`src/rtl/mcu_pkg.sv`:
```
`default_nettype none
// ============================================================================
// Module      : mcu_pkg
// Description : Shared types and encodings for the multicycle RV32I control
//               unit. Contains the FSM state enum, the opcodes it decodes, the
//               datapath select encodings and the trap cause codes.
// Revision    : 1.0 - initial release
// ============================================================================
package mcu_pkg;

    typedef enum logic [3:0] {
        ST_FETCH    = 4'd0,
        ST_DECODE   = 4'd1,
        ST_MEMADR   = 4'd2,
        ST_MEMREAD  = 4'd3,
        ST_MEMWB    = 4'd4,
        ST_MEMWRITE = 4'd5,
        ST_EXEC_R   = 4'd6,
        ST_EXEC_I   = 4'd7,
        ST_ALUWB    = 4'd8,
        ST_BEQ      = 4'd9,
        ST_JAL      = 4'd10,
        ST_TRAP     = 4'd11
    } state_t;

    // Opcodes
    localparam logic [6:0] c_op_load   = 7'b0000011;
    localparam logic [6:0] c_op_store  = 7'b0100011;
    localparam logic [6:0] c_op_rtype  = 7'b0110011;
    localparam logic [6:0] c_op_itype  = 7'b0010011;
    localparam logic [6:0] c_op_beq    = 7'b1100011;
    localparam logic [6:0] c_op_jal    = 7'b1101111;

    // ALU operation requested from the ALU decoder
    localparam logic [1:0] c_aluop_add   = 2'b00;
    localparam logic [1:0] c_aluop_sub   = 2'b01;
    localparam logic [1:0] c_aluop_funct = 2'b10;

    // ALU control
    localparam logic [2:0] c_alu_add = 3'b000;
    localparam logic [2:0] c_alu_sub = 3'b001;
    localparam logic [2:0] c_alu_and = 3'b010;
    localparam logic [2:0] c_alu_or  = 3'b011;
    localparam logic [2:0] c_alu_slt = 3'b101;

    // Result mux
    localparam logic [1:0] c_res_aluout    = 2'b00;
    localparam logic [1:0] c_res_readdata  = 2'b01;
    localparam logic [1:0] c_res_aluresult = 2'b10;

    // ALU operand muxes
    localparam logic [1:0] c_srca_pc    = 2'b00;
    localparam logic [1:0] c_srca_oldpc = 2'b01;
    localparam logic [1:0] c_srca_rs1   = 2'b10;
    localparam logic [1:0] c_srcb_rs2   = 2'b00;
    localparam logic [1:0] c_srcb_imm   = 2'b01;
    localparam logic [1:0] c_srcb_four  = 2'b10;

    // Immediate formats
    localparam logic [1:0] c_imm_i = 2'b00;
    localparam logic [1:0] c_imm_s = 2'b01;
    localparam logic [1:0] c_imm_b = 2'b10;
    localparam logic [1:0] c_imm_j = 2'b11;

    // Trap causes
    localparam logic [1:0] c_trap_none    = 2'b00;
    localparam logic [1:0] c_trap_illegal = 2'b01;
    localparam logic [1:0] c_trap_timeout = 2'b10;

endpackage
`default_nettype wire

```
`src/rtl/alu_decoder.sv`:
```
`default_nettype none
// ============================================================================
// Module      : alu_decoder
// Description : Combinational ALU control decode.
//   alu_op      in  2  add / sub / decode from funct fields
//   funct3      in  3  instruction funct3
//   funct7b5    in  1  instruction bit 30
//   opb5        in  1  opcode bit 5 (1 = R-type, 0 = I-type ALU)
//   alu_control out 3  ALU operation
//   illegal     out 1  funct3 has no supported ALU operation
// Revision    : 1.0 - initial release
// ============================================================================
module alu_decoder
    import mcu_pkg::*;
(
    input  logic [1:0] alu_op,
    input  logic [2:0] funct3,
    input  logic       funct7b5,
    input  logic       opb5,
    output logic [2:0] alu_control,
    output logic       illegal
);

    always_comb begin
        alu_control = c_alu_add;
        // Evaluated independently of alu_op so the controller can reject an
        // unsupported funct3 while still in DECODE.
        illegal     = !(funct3 inside {3'b000, 3'b010, 3'b110, 3'b111});
        case (alu_op)
            c_aluop_sub: alu_control = c_alu_sub;
            c_aluop_funct: begin
                case (funct3)
                    3'b000:  alu_control = (opb5 && funct7b5) ? c_alu_sub : c_alu_add;
                    3'b010:  alu_control = c_alu_slt;
                    3'b110:  alu_control = c_alu_or;
                    3'b111:  alu_control = c_alu_and;
                    default: alu_control = c_alu_add;
                endcase
            end
            default: alu_control = c_alu_add;
        endcase
    end

endmodule
`default_nettype wire

```
`src/rtl/multicycle_controller.sv`:
```
`default_nettype none
// ============================================================================
// Module      : multicycle_controller
// Description : Moore FSM sequencing a multicycle RV32I datapath with a shared
//               instruction/data memory port (lw, sw, R-type, I-ALU, beq, jal).
//   clk, reset               clock, asynchronous active-high reset
//   instr, zero, mem_ready   IR contents, ALU zero flag, memory completion
//   mem_req, adr_src, mem_write, ir_write, pc_write, reg_write   strobes
//   result_src, alu_src_a, alu_src_b, imm_src, alu_control      selects
//   halted, trap_cause       trap status
//   cycle_cnt, instret_cnt   performance counters (MCU_PERF_CNT_EN only)
// Optional feature macro: MCU_PERF_CNT_EN
// Revision    : 1.0 - initial release
// ============================================================================
module multicycle_controller
    import mcu_pkg::*;
#(
    parameter int MEM_TIMEOUT = 16
`ifdef MCU_PERF_CNT_EN
    , parameter int PERF_W    = 32
`endif
) (
    input  logic        clk,
    input  logic        reset,
    input  logic [31:0] instr,
    input  logic        zero,
    input  logic        mem_ready,
    output logic        mem_req,
    output logic        adr_src,
    output logic        mem_write,
    output logic        ir_write,
    output logic        pc_write,
    output logic        reg_write,
    output logic [1:0]  result_src,
    output logic [1:0]  alu_src_a,
    output logic [1:0]  alu_src_b,
    output logic [1:0]  imm_src,
    output logic [2:0]  alu_control,
    output logic        halted,
    output logic [1:0]  trap_cause
`ifdef MCU_PERF_CNT_EN
    ,
    output logic [PERF_W-1:0] cycle_cnt,
    output logic [PERF_W-1:0] instret_cnt
`endif
);

    localparam int c_cnt_w = $clog2(MEM_TIMEOUT);
    localparam logic [c_cnt_w-1:0] c_cnt_last = c_cnt_w'(MEM_TIMEOUT - 1);

    state_t             r_state;
    state_t             w_next;
    logic [c_cnt_w-1:0] r_wait_cnt;
    logic [1:0]         r_trap_cause;
    logic [1:0]         w_trap_code;
    logic               w_waiting;
    logic               w_timeout;
    logic               w_pc_update;
    logic               w_branch;
    logic [1:0]         w_alu_op;
    logic               w_funct_illegal;
    logic [6:0]         w_opcode;
    logic               w_unused_instr;

    assign w_opcode       = instr[6:0];
    assign w_unused_instr = ^{instr[31], instr[29:15], instr[11:7]};

    alu_decoder u_alu_decoder (
        .alu_op      (w_alu_op),
        .funct3      (instr[14:12]),
        .funct7b5    (instr[30]),
        .opb5        (instr[5]),
        .alu_control (alu_control),
        .illegal     (w_funct_illegal)
    );

    // States that hold a memory request open until mem_ready.
    assign w_waiting = (r_state == ST_FETCH) || (r_state == ST_MEMREAD) ||
                       (r_state == ST_MEMWRITE);
    assign w_timeout = w_waiting && !mem_ready && (r_wait_cnt == c_cnt_last);

    always_ff @(posedge clk or posedge reset) begin
        if (reset) begin
            r_state      <= ST_FETCH;
            r_wait_cnt   <= '0;
            r_trap_cause <= c_trap_none;
        end else begin
            r_state      <= w_next;
            r_trap_cause <= w_trap_code;
            if (w_waiting && !mem_ready && (w_next == r_state)) begin
                r_wait_cnt <= r_wait_cnt + 1'b1;
            end else begin
                r_wait_cnt <= '0;
            end
        end
    end

    always_comb begin
        w_next      = r_state;
        w_trap_code = r_trap_cause;
        mem_req     = 1'b0;
        adr_src     = 1'b0;
        mem_write   = 1'b0;
        ir_write    = 1'b0;
        reg_write   = 1'b0;
        w_pc_update = 1'b0;
        w_branch    = 1'b0;
        result_src  = c_res_aluout;
        alu_src_a   = c_srca_pc;
        alu_src_b   = c_srcb_rs2;
        imm_src     = c_imm_i;
        w_alu_op    = c_aluop_add;
        halted      = 1'b0;
        // Outputs are forced inactive for as long as reset is high so an
        // in-flight access is abandoned immediately.
        if (!reset) begin
            case (r_state)
                ST_FETCH: begin
                    mem_req    = 1'b1;
                    alu_src_a  = c_srca_pc;
                    alu_src_b  = c_srcb_four;
                    result_src = c_res_aluresult;
                    if (mem_ready) begin
                        ir_write    = 1'b1;
                        w_pc_update = 1'b1;
                        w_next      = ST_DECODE;
                    end else if (w_timeout) begin
                        w_next      = ST_TRAP;
                        w_trap_code = c_trap_timeout;
                    end
                end
                ST_DECODE: begin
                    // Branch target precomputed into ALUOut.
                    alu_src_a = c_srca_oldpc;
                    alu_src_b = c_srcb_imm;
                    imm_src   = c_imm_b;
                    case (w_opcode)
                        c_op_load, c_op_store: w_next = ST_MEMADR;
                        c_op_rtype: w_next = w_funct_illegal ? ST_TRAP : ST_EXEC_R;
                        c_op_itype: w_next = w_funct_illegal ? ST_TRAP : ST_EXEC_I;
                        c_op_beq:   w_next = ST_BEQ;
                        c_op_jal:   w_next = ST_JAL;
                        default:    w_next = ST_TRAP;
                    endcase
                    if (w_next == ST_TRAP) begin
                        w_trap_code = c_trap_illegal;
                    end
                end
                ST_MEMADR: begin
                    alu_src_a = c_srca_rs1;
                    alu_src_b = c_srcb_imm;
                    // Opcode bit 5 separates store from load.
                    imm_src   = instr[5] ? c_imm_s : c_imm_i;
                    w_next    = instr[5] ? ST_MEMWRITE : ST_MEMREAD;
                end
                ST_MEMREAD: begin
                    mem_req = 1'b1;
                    adr_src = 1'b1;
                    if (mem_ready) begin
                        w_next = ST_MEMWB;
                    end else if (w_timeout) begin
                        w_next      = ST_TRAP;
                        w_trap_code = c_trap_timeout;
                    end
                end
                ST_MEMWB: begin
                    result_src = c_res_readdata;
                    reg_write  = 1'b1;
                    w_next     = ST_FETCH;
                end
                ST_MEMWRITE: begin
                    mem_req   = 1'b1;
                    adr_src   = 1'b1;
                    mem_write = 1'b1;
                    if (mem_ready) begin
                        w_next = ST_FETCH;
                    end else if (w_timeout) begin
                        w_next      = ST_TRAP;
                        w_trap_code = c_trap_timeout;
                    end
                end
                ST_EXEC_R: begin
                    alu_src_a = c_srca_rs1;
                    alu_src_b = c_srcb_rs2;
                    w_alu_op  = c_aluop_funct;
                    w_next    = ST_ALUWB;
                end
                ST_EXEC_I: begin
                    alu_src_a = c_srca_rs1;
                    alu_src_b = c_srcb_imm;
                    imm_src   = c_imm_i;
                    w_alu_op  = c_aluop_funct;
                    w_next    = ST_ALUWB;
                end
                ST_ALUWB: begin
                    result_src = c_res_aluout;
                    reg_write  = 1'b1;
                    w_next     = ST_FETCH;
                end
                ST_BEQ: begin
                    alu_src_a  = c_srca_rs1;
                    alu_src_b  = c_srcb_rs2;
                    w_alu_op   = c_aluop_sub;
                    result_src = c_res_aluout;
                    w_branch   = 1'b1;
                    w_next     = ST_FETCH;
                end
                ST_JAL: begin
                    alu_src_a   = c_srca_oldpc;
                    alu_src_b   = c_srcb_four;
                    result_src  = c_res_aluout;
                    imm_src     = c_imm_j;
                    w_pc_update = 1'b1;
                    w_next      = ST_ALUWB;
                end
                ST_TRAP: begin
                    halted = 1'b1;
                end
                default: begin
                    w_next = ST_FETCH;
                end
            endcase
        end
    end

    assign pc_write   = w_pc_update | (w_branch & zero);
    assign trap_cause = r_trap_cause;

`ifdef MCU_PERF_CNT_EN
    logic [PERF_W-1:0] r_cycle_cnt;
    logic [PERF_W-1:0] r_instret_cnt;

    always_ff @(posedge clk or posedge reset) begin
        if (reset) begin
            r_cycle_cnt   <= '0;
            r_instret_cnt <= '0;
        end else begin
            if (r_state != ST_TRAP) begin
                r_cycle_cnt <= r_cycle_cnt + 1'b1;
            end
            // Any return to FETCH marks a retired instruction.
            if ((r_state != ST_FETCH) && (w_next == ST_FETCH)) begin
                r_instret_cnt <= r_instret_cnt + 1'b1;
            end
        end
    end

    assign cycle_cnt   = r_cycle_cnt;
    assign instret_cnt = r_instret_cnt;
`else
    // Performance counters not built.
`endif

endmodule
`default_nettype wire

```
`config.mk`:
```
export PLATFORM = sky130hd
export DESIGN_NAME = multicycle_controller
export DESIGN_NICKNAME = d
export VERILOG_FILES = /design/src/rtl/mcu_pkg.sv /design/src/rtl/alu_decoder.sv /design/src/rtl/multicycle_controller.sv
export SDC_FILE = /design/constraint.sdc
export NUM_CORES = 1
export LEC_CHECK = 0
export CAP_MARGIN = 20
export CORE_ASPECT_RATIO = 0.7
export CORE_UTILIZATION = 35
export CTS_CLUSTER_SIZE = 25
export DETAILED_ROUTE_END_ITERATION = 7
export PLACE_DENSITY = 0.73
export SYNTH_ARGS = -nofsm -noshare
export SYNTH_HDL_FRONTEND = slang
export SYNTH_SLANG_ARGS = --single-unit
```
`constraint.sdc`:
```
create_clock -name clk -period 2.3 [get_ports clk]
set_input_delay 0.575 -clock clk [delete_from_list [all_inputs] [get_ports clk]]
set_output_delay 0.575 -clock clk [all_outputs]
set_load 0.005 [all_outputs]
```
### Word level (Yosys, flattened, before mapping)

Index checks and enable logic that the tools add are counted.

* flip-flop bits (word level): 10
* output and inout bits: 20

* add/subtract/negate cells: 1
* eq/ne operators: 28
* multiplexer cells: 48
* bitwise logic cells: 3
* reductions and logical operators: 22

Operators by type and width (count)
* $mux W4: 10
* $pmux W4 S7: 1
* $eq A4 B4 Y1 const B: 6
* $pmux W2 S2: 5
* $pmux W4 S5: 1
* $mux W1: 18
* $eq A4 B3 Y1 const B: 4
* $mux W2: 8
* $eq A7 B6 Y1 const B: 2
* $eq A7 B7 Y1 const B: 2
* $pmux W3 S4: 1
* $reduce_or A2 Y1: 6
* $reduce_or A3 Y1: 3
* $eq A4 B2 Y1 const B: 2
* $eq A7 B2 Y1 const B: 1
* $eq A7 B5 Y1 const B: 1
* $eq A3 B3 Y1 const B: 2
* $pmux W2 S3: 1
* $pmux W3 S2: 1
* $reduce_and A5 Y1: 1
* $add A4 B1 Y4 const B: 1
* $eq A4 B1 Y1 const B: 1
* $eq A4 B4 Y1: 1
* $logic_and A1 B1 Y1: 4
* 17 further kinds: 19

### Logic depth before layout (Yosys ltp)

* depth after elaboration: 12
* depth in mapped cells: 8
* gate-level depth less buffers: 7

### Hierarchy

Synthesis repeated with hierarchy kept, for this count alone.

* cell total of the unflattened synthesis: 136
* area total of the unflattened synthesis: 1074.8 um2

Modules (own cells, without submodules)
* multicycle_controller: times used 1, cells each 122, area each 980.9 um2, sequential area each 250.2 um2
* alu_decoder: times used 1, cells each 14, area each 93.8 um2, sequential area each 0.0 um2

### Least setup slack after synthesis

Ideal clock, no wire load.

* kind: register to output
* from: register r_state[0]
* to: output port alu_control[2]
* data arrival time: 1.671 ns
* slack: 0.054 ns
* cell stages (with the launch flop): 7
* path buffers: 2
* path through: dfrtp_1 > buf_6 > clkbuf_1 > nor2b_1 > nand3_1 > ha_1 > nor4_1

* word-level cells in the longest chain between the ends: 6
* elaborated cells on any way between the ends: 9

Ends and longest elaborated chain
* start: declaration: line multicycle_controller.sv:51 `state_t r_state;`
* start signal: assignment: line multicycle_controller.sv:88 `r_state <= w_next;`
* $eq A4 B3 Y1: line multicycle_controller.sv:117 `case (r_state)`
* $reduce_or A2 Y1 (no line)
* $pmux W2 S2 *: line multicycle_controller.sv:117
* $mux W2 *: line multicycle_controller.sv:116 `if (!reset) begin`
* $eq A2 B2 Y1 or $eq A2 B1 Y1 (tied branches): line alu_decoder.sv:29 `case (alu_op)`
* $pmux W3 S2 *: line alu_decoder.sv:29
* end: declaration: line multicycle_controller.sv:38 `output logic [2:0] alu_control,`

Every way passes the cells marked *; elsewhere a longest branch is shown, timed or not.

### Worst setup path in the final report

* from: register r_state[2]
* to: output port alu_control[2]

The elaborated chain is that of the path after synthesis.

==> results.toml <==
[outcome]
outcome = "finished clean"

[sta]
relSlewSlack_pct = 65.6
finalHoldViolations = 0
fin_crit_ns = 2.25
clock_skew_ns = 0.00496
rsz0062_at_grt = "yes"
setup_slack_ns = 0.0497
max_slew.worst_pin.slew_ns = 0.511
drv_slew = 0
setup_viol = 0
fin_crit_sh_pct = 97.8
fmax_ghz = 0.444

[synth]
yosysTopAreaCell = "dfrtp_1"
ys_warn_count = 0
synth_area_leaders = "dfrtp_1 (24%), nor2_1 (5.1%), nor2b_1 (4.8%)"
synth.ff_latch_count = 10
synth_nets = 176
yosysUniqueCellTypes = 45
synth_cells = 137
syn_avg_cell_area_sq_um = 7.53
ys_seq_area_share_pct = 24.2
yosysTopAreaCellShare_pct = 24.2
async_reset_ff_share_pct = 100
ys.flop_type = "dfrtp_1"
synthesis.area_sq_um = 1030
synth-edff-count = 0

[die]
die_width_um = 66.9
fp.dieArea_sq_um = 3170
initial_utilization_pct = 36.8
std_cell_rows = 16
fp.coreArea_sq_um = 2800
boundaryPins = 56
die-height_um = 47.4

[worst_setup_path]
ff2ff_setup_slack_ns = 0.20
worstPathArrival_ns = 1.68
critPathKind = "flop to primary output"
worst_path_largest_cell_delay_ns = 0.38
cp_cell_sequence = "buf_4, nor2_4, nand3_2, ha_4, nor4_4, buf_2"
worstPathMaxFanout = 2
r2r-end = "trap_cause[1]$_DFFE_PP0P_"
required_ns = 1.73
crit_path_start_kind = "flop"
crit_path_top_delay_cell = "dfrtp_1"
worstRegToRegCells = 6
timing.rr.start = "r_state[3]$_DFF_PP0_"
crit_path_end_kind = "primary output"

[drt]
vias = 1301
viasPerCell = 5.47
drtPass1Iterations = 4
wl_mm = 3.55
route.antenna.remaining_nets = 0
drt-initial-drc-count = 42
post_drt_wl_per_cell_um = 14.9
drc_errors = 0

[flow_run]
cap_violations = 0

[grt]
grt_pass1_wl_mm = 5.57
grt_max_degree = 18
antenna_found_initial = 0
gr-total-overflow = 0
grt_pass1_vias = 1207
track_usage_pct = 24.2

[place]
dp_slack_ns = -0.905
gp_congestion = 0.894
detailed_place_hpwl_mm = 2.47
port_buffers = 34
placedCellCount = 225

[clocking]
clkSlewWorstSetupHoldPaths_ns = 0.05
cts_root_buf = "clkbuf_8"
clock_latency_ns = 0.25
numCtsBuffers = 3
htreeDepth = 1
clkSinkCount = 10
cts_tree = "built"
hold_buffers = 0
clk_path_buf_depth = 2

[finish]
drive_above_1_share_pct = 34.7
nets = 242
final_cells = 238
num_antenna_cells = 0
syn2layout_area_growth_pct = 75.0

[worst_hold_path]
hold_depth = 1
min_to = "r_wait_cnt[0]$_DFF_PP0_"
holdCritStartpoint = "r_wait_cnt[0]$_DFF_PP0_"
min-delay-path-class = "flop to flop"

[power]
pwr_density_cell_nw_per_um2 = 1040
ir_worst_vdd_mv = 0.422
p_leak_nw = 0.898
through the flow:
step / hold slack [ns] / area (sq um) / setup TNS [ns] / power (mW) / utilization (%)
after floorplan: 0.441 / 1030 / 0 / 0.927 / -
after global placement: 0.451 / 1570 / -7.85 / 1.39 / 56.1
after detailed placement: 0.462 / 1570 / -9.00 / 1.41 / 56.1
after CTS: 0.469 / 1750 / -0.0302 / 1.79 / 62.5
after global routing: 0.491 / 1810 / -0.0584 / 2.02 / 64.5
final: 0.467 / 1810 / 0 / 1.87 / 64.5
worst max path at each step:
stage	startpoint	end	slack, ns	cells after the start
2_1_floorplan	r_state[0]$_DFF_PP0_	alu_control[2]	0.05	6
5_1_grt	r_state[2]$_DFF_PP0_	alu_control[2]	-0.04	6
3_5_place_dp	reset	alu_control[2]	-0.90	7
6_report	r_state[2]$_DFF_PP0_	alu_control[2]	0.05	6
3_3_place_gp	reset	alu_control[2]	-0.78	7
4_1_cts	r_state[2]$_DFF_PP0_	mem_req	-0.02	6
registers in the layout (all words and copies together) (netlist names):
register,cells
trap_cause,2
r_state,4
r_wait_cnt,4
kinds of logic (layout without fill, tap and decap cells):
| group | count (synthesis) | in the layout | share of synthesized area, % |
|---|---|---|---|
| xor+xnor | 6 | 6 | 5.09 |
| mux | 2 | 2 | 2.06 |
| flops | 10 | 10 | 24.2 |
| compound gates | 32 | 32 | 21.3 |
| simple gates | 66 | 66 | 35.4 |
| buf+inv | 18 | 83 | 8.24 |
| fa+ha+maj | 3 | 3 | 3.64 |
per-layer routing:
| layer | vias to the layer above | share of wire [%] | GRT usage (%) |
|---|---|---|---|
| li1 | 627 | - | - |
| met1 | 617 | 43 | 32.3 |
| met2 | 54 | 50 | 39.6 |
| met3 | 3 | 6.8 | 5.48 |
| met4 | 0 | 0.62 | 8.09 |
| met5 | - | 0 | 0 |
Yosys cell counts (all sizes together), types with 3 or more instances:
cell,count
a21oi,6
and3,3
buf,6
clkbuf,4
dfrtp,10
ha,3
inv,8
nand2,10
nand3,4
nor2,14
nor2b,8
nor3,10
nor4,3
nor4b,3
o21ai,9
xnor2,3
xor2,3
final cells by class:
cell class | instances | area (sq um)
fillers | 231 | 996
well taps | 36 | 45.0
multi-input cells | 109 | 826
clock buffers | 4 | 55.1
flip-flops and latches | 10 | 250
inverters | 8 | 30.0
repair buffers | 71 | 601
power breakdown:
part | internal [mW] | total (mW) | switching (mW)
registers | 0.220 | 0.259 | 0.0385
clock network | 0.152 | 0.233 | 0.0817
logic | 0.713 | 1.38 | 0.668
layout by cell type (no fill, tap or decap), types with 3 or more instances in the layout:
cell type and instances:
dlymetal6s2s_1 3, o21ai_0 9, nor2b_1 5, clkdlybuf4s50_1 13
a21oi_1 6, nor3_1 9, dlygate4sd2_1 12, dfrtp_1 10
and3_1 3, buf_6 4, buf_2 3, clkbuf_8 4
nor2_1 12, nand2_1 10, buf_4 33, inv_1 7
repair_timing:
item | in CTS | in global routing
buffers inserted | 8 | 1
pin swaps | 7 | 2
setup endpoints to repair | 18 | 11
resized for setup | 50 | 13
critical path: cells and delay by family (launching register included):
| family | cells | cell delay (ns) |
|---|---|---|
| adder cells (fa/ha/maj) | 1 | 0.27 |
| flip-flops | 1 | 0.38 |
| AND/OR/NAND/NOR | 3 | 0.48 |
| buffers and inverters | 2 | 0.30 |
(Power assumes the default switching activity.)
